===== src/rtl/bit_adder_seq_ctrl_if.sv =====
// Handshake bundle for the bit_adder sequencer: job start, tile fetch and result delivery.
interface bit_adder_seq_ctrl_if #(
  parameter int unsigned KW    = 5,
  parameter int unsigned SW    = 16,
  parameter int unsigned OUT_W = 16
);
  logic             start;
  logic [KW-1:0]    k_len;
  logic             busy;
  logic             tile_req;
  logic [KW-1:0]    tile_addr;
  logic             tile_ack;
  logic [SW-1:0]    ba_sum;
  logic [OUT_W-1:0] acc_out;
  logic             out_valid;
  logic             out_ready;
  logic             sat;

  modport master (
    input  start, k_len, tile_ack, ba_sum, out_ready,
    output busy, tile_req, tile_addr, acc_out, out_valid, sat
  );

  modport slave (
    output start, k_len, tile_ack, ba_sum, out_ready,
    input  busy, tile_req, tile_addr, acc_out, out_valid, sat
  );
endinterface


===== src/rtl/bit_adder_seq_ctrl.sv =====
// Sequences K bit_adder tiles into one accumulated dot-product result.
// Optional SMAC_ACC_SAT_EN: clamp the result to OUT_W bits and flag sat; otherwise wrap.
module bit_adder_seq_ctrl #(
  parameter int unsigned M     = 16,
  parameter int unsigned Pa    = 8,
  parameter int unsigned Pw    = 4,
  parameter int unsigned KMAX  = 16,
  parameter int unsigned OUT_W = 16
) (
  input  logic                 clk,
  input  logic                 rst_n,
  input  logic                 clear,
  bit_adder_seq_ctrl_if.master bus
);
  localparam int unsigned SW = Pa + Pw + $clog2(M);
  localparam int unsigned KW = $clog2(KMAX + 1);
  localparam int unsigned AW = SW + $clog2(KMAX);
  localparam logic [AW-1:0] OUT_MAX = AW'((64'd1 << OUT_W) - 64'd1);

  typedef enum logic [1:0] {S_IDLE, S_RUN, S_DRAIN, S_DONE} state_t;

  state_t           state_q, state_d;
  logic [KW-1:0]    k_q, k_d;
  logic [KW-1:0]    tile_addr_q, tile_addr_d;
  logic [SW-1:0]    sum_q, sum_d;
  logic             sum_vld_q, sum_vld_d;
  logic [AW-1:0]    acc_q, acc_d;
  logic [OUT_W-1:0] acc_out_q, acc_out_d;
  logic             sat_q, sat_d;
  logic             tile_req_q, tile_req_d;
  logic             out_valid_q, out_valid_d;
  logic             busy_q, busy_d;
  logic [AW-1:0]    acc_sum;
  logic [KW-1:0]    k_clamp;
  logic [OUT_W-1:0] res_val;
  logic             res_sat;

  // Stage 2 adds whatever stage 1 captured last cycle, in every state.
  always_comb begin
    acc_sum = acc_q + (sum_vld_q ? AW'(sum_q) : '0);
    k_clamp = (bus.k_len > KW'(KMAX)) ? KW'(KMAX) : bus.k_len;
  end

`ifdef SMAC_ACC_SAT_EN
  always_comb begin
    res_sat = (acc_sum > OUT_MAX);
    res_val = res_sat ? '1 : acc_sum[OUT_W-1:0];
  end
`else
  always_comb begin
    res_sat = 1'b0;
    res_val = acc_sum[OUT_W-1:0];
  end
`endif

  always_comb begin
    state_d     = state_q;
    k_d         = k_q;
    tile_addr_d = tile_addr_q;
    sum_d       = sum_q;
    sum_vld_d   = 1'b0;
    acc_d       = acc_sum;
    acc_out_d   = acc_out_q;
    sat_d       = sat_q;
    tile_req_d  = tile_req_q;
    out_valid_d = out_valid_q;

    unique case (state_q)
      S_IDLE: begin
        if (bus.start) begin
          tile_addr_d = '0;
          acc_d       = '0;
          k_d         = k_clamp;
          if (k_clamp == '0) begin
            state_d     = S_DONE;
            acc_out_d   = '0;
            sat_d       = 1'b0;
            out_valid_d = 1'b1;
          end else begin
            state_d    = S_RUN;
            tile_req_d = 1'b1;
          end
        end
      end
      S_RUN: begin
        if (bus.tile_ack) begin
          sum_d     = bus.ba_sum;
          sum_vld_d = 1'b1;
          if (tile_addr_q == k_q - KW'(1)) begin
            state_d    = S_DRAIN;
            tile_req_d = 1'b0;
          end else begin
            tile_addr_d = tile_addr_q + KW'(1);
          end
        end
      end
      S_DRAIN: begin
        state_d     = S_DONE;
        acc_out_d   = res_val;
        sat_d       = res_sat;
        out_valid_d = 1'b1;
      end
      S_DONE: begin
        if (bus.out_ready) begin
          state_d     = S_IDLE;
          out_valid_d = 1'b0;
          sat_d       = 1'b0;
        end
      end
      default: state_d = S_IDLE;
    endcase

    if (clear) begin
      state_d     = S_IDLE;
      tile_addr_d = '0;
      sum_d       = '0;
      sum_vld_d   = 1'b0;
      acc_d       = '0;
      acc_out_d   = '0;
      sat_d       = 1'b0;
      tile_req_d  = 1'b0;
      out_valid_d = 1'b0;
    end

    busy_d = (state_d != S_IDLE);
  end

  always_ff @(posedge clk or negedge rst_n) begin
    if (!rst_n) begin
      state_q     <= S_IDLE;
      k_q         <= '0;
      tile_addr_q <= '0;
      sum_q       <= '0;
      sum_vld_q   <= 1'b0;
      acc_q       <= '0;
      acc_out_q   <= '0;
      sat_q       <= 1'b0;
      tile_req_q  <= 1'b0;
      out_valid_q <= 1'b0;
      busy_q      <= 1'b0;
    end else begin
      state_q     <= state_d;
      k_q         <= k_d;
      tile_addr_q <= tile_addr_d;
      sum_q       <= sum_d;
      sum_vld_q   <= sum_vld_d;
      acc_q       <= acc_d;
      acc_out_q   <= acc_out_d;
      sat_q       <= sat_d;
      tile_req_q  <= tile_req_d;
      out_valid_q <= out_valid_d;
      busy_q      <= busy_d;
    end
  end

  always_comb begin
    bus.busy      = busy_q;
    bus.tile_req  = tile_req_q;
    bus.tile_addr = tile_addr_q;
    bus.acc_out   = acc_out_q;
    bus.out_valid = out_valid_q;
    bus.sat       = sat_q;
  end
endmodule


===== src/flat_wrapper.sv =====
// flat-port wrapper written by rule: the top's interface ports become plain ports
module bit_adder_seq_ctrl_flat 
#(
  parameter int unsigned M     = 16,
  parameter int unsigned Pa    = 8,
  parameter int unsigned Pw    = 4,
  parameter int unsigned KMAX  = 16,
  parameter int unsigned OUT_W = 16
)
  (clk, rst_n, clear, bus_start, bus_k_len, bus_tile_ack, bus_ba_sum, bus_out_ready, bus_busy, bus_tile_req, bus_tile_addr, bus_acc_out, bus_out_valid, bus_sat);
  bit_adder_seq_ctrl_if #(.KW(5), .SW(16), .OUT_W(OUT_W)) bus_i ();
  input  logic clk;
  input  logic rst_n;
  input  logic clear;
  input wire logic [$bits(bus_i.start)-1:0] bus_start;
  input wire logic [$bits(bus_i.k_len)-1:0] bus_k_len;
  input wire logic [$bits(bus_i.tile_ack)-1:0] bus_tile_ack;
  input wire logic [$bits(bus_i.ba_sum)-1:0] bus_ba_sum;
  input wire logic [$bits(bus_i.out_ready)-1:0] bus_out_ready;
  output wire logic [$bits(bus_i.busy)-1:0] bus_busy;
  output wire logic [$bits(bus_i.tile_req)-1:0] bus_tile_req;
  output wire logic [$bits(bus_i.tile_addr)-1:0] bus_tile_addr;
  output wire logic [$bits(bus_i.acc_out)-1:0] bus_acc_out;
  output wire logic [$bits(bus_i.out_valid)-1:0] bus_out_valid;
  output wire logic [$bits(bus_i.sat)-1:0] bus_sat;
  assign bus_i.start = bus_start;
  assign bus_i.k_len = bus_k_len;
  assign bus_i.tile_ack = bus_tile_ack;
  assign bus_i.ba_sum = bus_ba_sum;
  assign bus_i.out_ready = bus_out_ready;
  assign bus_busy = bus_i.busy;
  assign bus_tile_req = bus_i.tile_req;
  assign bus_tile_addr = bus_i.tile_addr;
  assign bus_acc_out = bus_i.acc_out;
  assign bus_out_valid = bus_i.out_valid;
  assign bus_sat = bus_i.sat;
  bit_adder_seq_ctrl #(.M(M), .Pa(Pa), .Pw(Pw), .KMAX(KMAX), .OUT_W(OUT_W)) u_core (.clk(clk), .rst_n(rst_n), .clear(clear), .bus(bus_i));
endmodule

===== config.mk =====
export PLATFORM = sky130hd
export DESIGN_NAME = bit_adder_seq_ctrl_flat
export DESIGN_NICKNAME = d
export VERILOG_FILES = /design/src/rtl/bit_adder_seq_ctrl_if.sv /design/src/rtl/bit_adder_seq_ctrl.sv /design/src/flat_wrapper.sv
export SDC_FILE = /design/constraint.sdc
export NUM_CORES = 1
export LEC_CHECK = 0
export BUFFER_PORTS_ARGS = -buffer_cell sky130_fd_sc_hd__buf_2
export CORE_MARGIN = 3
export CORE_UTILIZATION = 51
export CTS_CLUSTER_SIZE = 10
export DETAILED_ROUTE_END_ITERATION = 16
export GPL_ROUTABILITY_DRIVEN = 0
export GPL_TIMING_DRIVEN = 0
export PLACE_DENSITY = 0.78
export SETUP_SLACK_MARGIN = 0.05
export SLEW_MARGIN = 20
export SYNTH_ARGS = -nofsm -noshare
export SYNTH_HDL_FRONTEND = slang
export SYNTH_SLANG_ARGS = --single-unit

===== constraint.sdc =====
create_clock -name clk -period 2.6 [get_ports clk]
set_input_delay 0.39 -clock clk [delete_from_list [all_inputs] [get_ports clk]]
set_output_delay 0.39 -clock clk [all_outputs]
set_load 0.005 [all_outputs]

==> impl_metrics.toml <==
[clock_tree]
clock_latency_ns = 0.33
htreeDepth = 3
clkTransAtPathRegs_ns = 0.07
cts_tree = "built"
cts_root_buf = "clkbuf_8"
ctsHoldBuffers = 0
cts_buffers = 9
cts.sinks = 64
cts-root-to-sink-buffers = 2

[pwr]
powerDensity_nw_per_um2 = 504
p_total_mw = 2.01
leakagePower_nw = 1.98
vdd_drop_max_uv = 350

[synthesis]
synth-async-reset-ratio_pct = 100
synth_edf_count = 0
seq_area_frac_synth_pct = 48.0
syn_area_um2 = 3340
yosysTopAreaCell = "dfrtp_1"
yosysUniqueCellTypes = 44
synth_seq_cells = 64
synth-main-ff-cell = "dfrtp_1"
syn_nets = 386
synthCells = 341
synth.area.top_cells = "dfrtp_1, ha_1, a22o_1, o21ai_0, xor2_1"
ys_warn_count = 0
yosys.area.top_type_share_pct = 48.0
syn_area_per_cell_um2 = 9.79

[grt]
grt_first_pass_wirelength_mm = 12.2
grt_pass1_vias = 2634
grt_max_degree = 65
grt-ovfl-total = 0
grt_usage_pct = 21.0
antenna_found_initial = 0

[finish]
layoutNonFillerInstCount = 485
nNetsFinal = 453
diodes = 0
mostFrequentLayoutCells = "dfrtp_1, buf_2, nor2_1, nand2_1, o21ai_0"
mostFrequentLayoutCell = "dfrtp_1"
syn_to_final_growth_pct = 19.4
final_layout_size_suffix_gt1_share_pct = 22.2
fillCellCount = 510
post-route-util_pct = 65.0

[floorplan]
die_area_um2 = 7560
core_area_um2 = 6130
die_w_um = 86.9
start_util_pct = 54.5
fp.dieH_um = 86.9
rows = 28
io_pins = 52

[place]
dp_slack_ns = -0.204
dp_hpwl_mm = 5.55
io_buffers = 50
placedCellCount = 466

[run_status]
violations = "setup timing"
outcome = "complete, but fails checks"

[timing]
fin_ws_ns = -0.0279
hold_ws_ns = 0.122
maxSlewHeadroom_pct = 47.6
rsz0062_at_grt = "yes"
finalSetupViolCount = 3
min_period_over_period_pct = 101
period_minus_slack_ns = 2.63
slew_violations = 0
hold_violations = 0
fmax_ghz = 0.381
tightest_slew_ns = 0.786
skew_ns = 0.00677

[routing]
drt-initial-drc-count = 157
wl_mm = 7.35
wl_per_cell_um = 15.2
drtAntennaViolNets = 0
via_per_inst = 5.55
num_vias = 2694
drc = 0
firstDrtPassIters = 4

[setup_path]
cp.arrival_ns = 2.84
end_kind = "register"
critPathMaxStageDelay_ns = 0.39
worstPathMaxFanout = 3
start_kind = "register"
critical_path_class = "register to register"
worst_ep_required_time_ns = 2.81
cpMaxStageDelayCell = "fa_2"
path_cells = "clkbuf_8, and2_4, ha_4, fa_2, a21o_1, a311oi_4, buf_4, nor4_2, a2111oi_4, xor2_1, o21ai_1"

[job]
cap_violations = 0

[min_path]
hp-class = "input port to async pin"
[layer usage]
layer  global-route usage [%]  wire length, um  share of wire (%)
met2                     31.7             3340                 45
met5                        0                0                  0
met4                     10.5              143                1.9
met3                     4.07              429                5.8
met1                     29.0             3440                 47
[final cells by class]
| type | instances | area [um2] | share of cell area [%] |
|---|---|---|---|
| Timing Repair Buffer | 57 | 305 | 7.66 |
| Clock buffer | 12 | 155 | 3.89 |
| Inverter | 10 | 37.5 | 0.941 |
| Clock inverter | 1 | 5.00 | 0.126 |
| Buffer | 12 | 62.6 | 1.57 |
| Sequential cell | 64 | 1600 | 40.2 |
| Multi-Input combinational cell | 254 | 1730 | 43.3 |
| Tap cell | 75 | 93.8 | 2.35 |
[timing repair]
item | 4_1_cts | 5_1_grt
buffers inserted | 5 | 2
gates resized for setup | 6 | 11
pin swaps | 14 | 8
endpoints found under the setup margin | 9 | 10
[through the flow]
stage | area [um2] | TNS, ns
6_report | 3990 | -0.0712
5_1_grt | 3990 | -0.681
4_1_cts | 3920 | -0.174
3_5_place_dp | 3700 | -0.813
3_3_place_gp | 3690 | -0.646
2_1_floorplan | 3350 | 0
[sequential cells by signal, indices dropped and copies added, names as in the netlist]
register	cells
u_core.acc_q	16
u_core.bus.acc_out	16
u_core.sum_q	16
u_core.bus.tile_addr	5
u_core.k_q	5
u_core.state_q	2
u_core.bus.busy	1
u_core.bus.out_valid	1
u_core.bus.tile_req	1
u_core.sum_vld_q	1
[worst paths after layout]
path,startpoint,end,cells after the start,slack (ns)
worst max-delay path,u_core.sum_vld_q,u_core.bus.acc_out[12],11,-0.03
worst min-delay path,rst_n,u_core.k_q[0],1,0.12
worst max register to register,u_core.sum_vld_q,u_core.bus.acc_out[12],11,-0.03
worst min register to register,u_core.bus.acc_out[6],u_core.bus.acc_out[6],2,0.48
max in group asynchronous,rst_n,u_core.bus.tile_addr[4],1,1.94
min in group clk,bus_ba_sum[5],u_core.sum_q[5],2,0.28
[worst max-delay path, delay by kind of cell, from the launching register on]
| family | cells | cell delay (ns) |
|---|---|---|
| and+or+nand+nor | 2 | 0.19 |
| DFF | 1 | 0.38 |
| xor gates and xnor gates | 1 | 0.23 |
| AOI/OAI and AO/OA | 4 | 0.85 |
| adders and majority gates | 2 | 0.55 |
| buffers and inverters | 2 | 0.30 |
[cell families after synthesis]
group | synth area share, %
adder cells (fa/ha/maj) | 6.97
other | 0.112
buffers and inverters | 2.81
flip-flops | 48.0
multiplexers | 0.637
XOR/XNOR | 5.77
AND/OR/NAND/NOR | 16.4
AO/OA/AOI/OAI | 19.4
[report_power, final]
group / leakage, nW / internal [mW] / switching (mW)
sequential: 0.877 / 1.03 / 0.0278
clock: 0.0842 / 0.381 / 0.336
combinational: 1.02 / 0.0928 / 0.141
total: 1.98 / 1.51 / 0.505
[synth_stat cells, types with 2 or more instances]
master    instances
o21bai_1          2
o21ai_1           2
and4_1            2
nand2b_1          8
a21oi_1          20
and2_1           19
a211oi_1          2
o21a_1            3
nor3_1            9
a311oi_1          2
nand3_1           8
inv_1            10
nand2_1          31
o22ai_1           2
a31oi_1           2
xnor2_1           8
and3_1            2
xor2_1           14
buf_2             3
ha_1             17
dfrtp_1          64
o21ai_0          29
o31ai_1           2
clkbuf_1          9
a21o_1            4
a22o_1           18
nor2_1           32
Note: power is estimated with default switching activity, not from simulation.
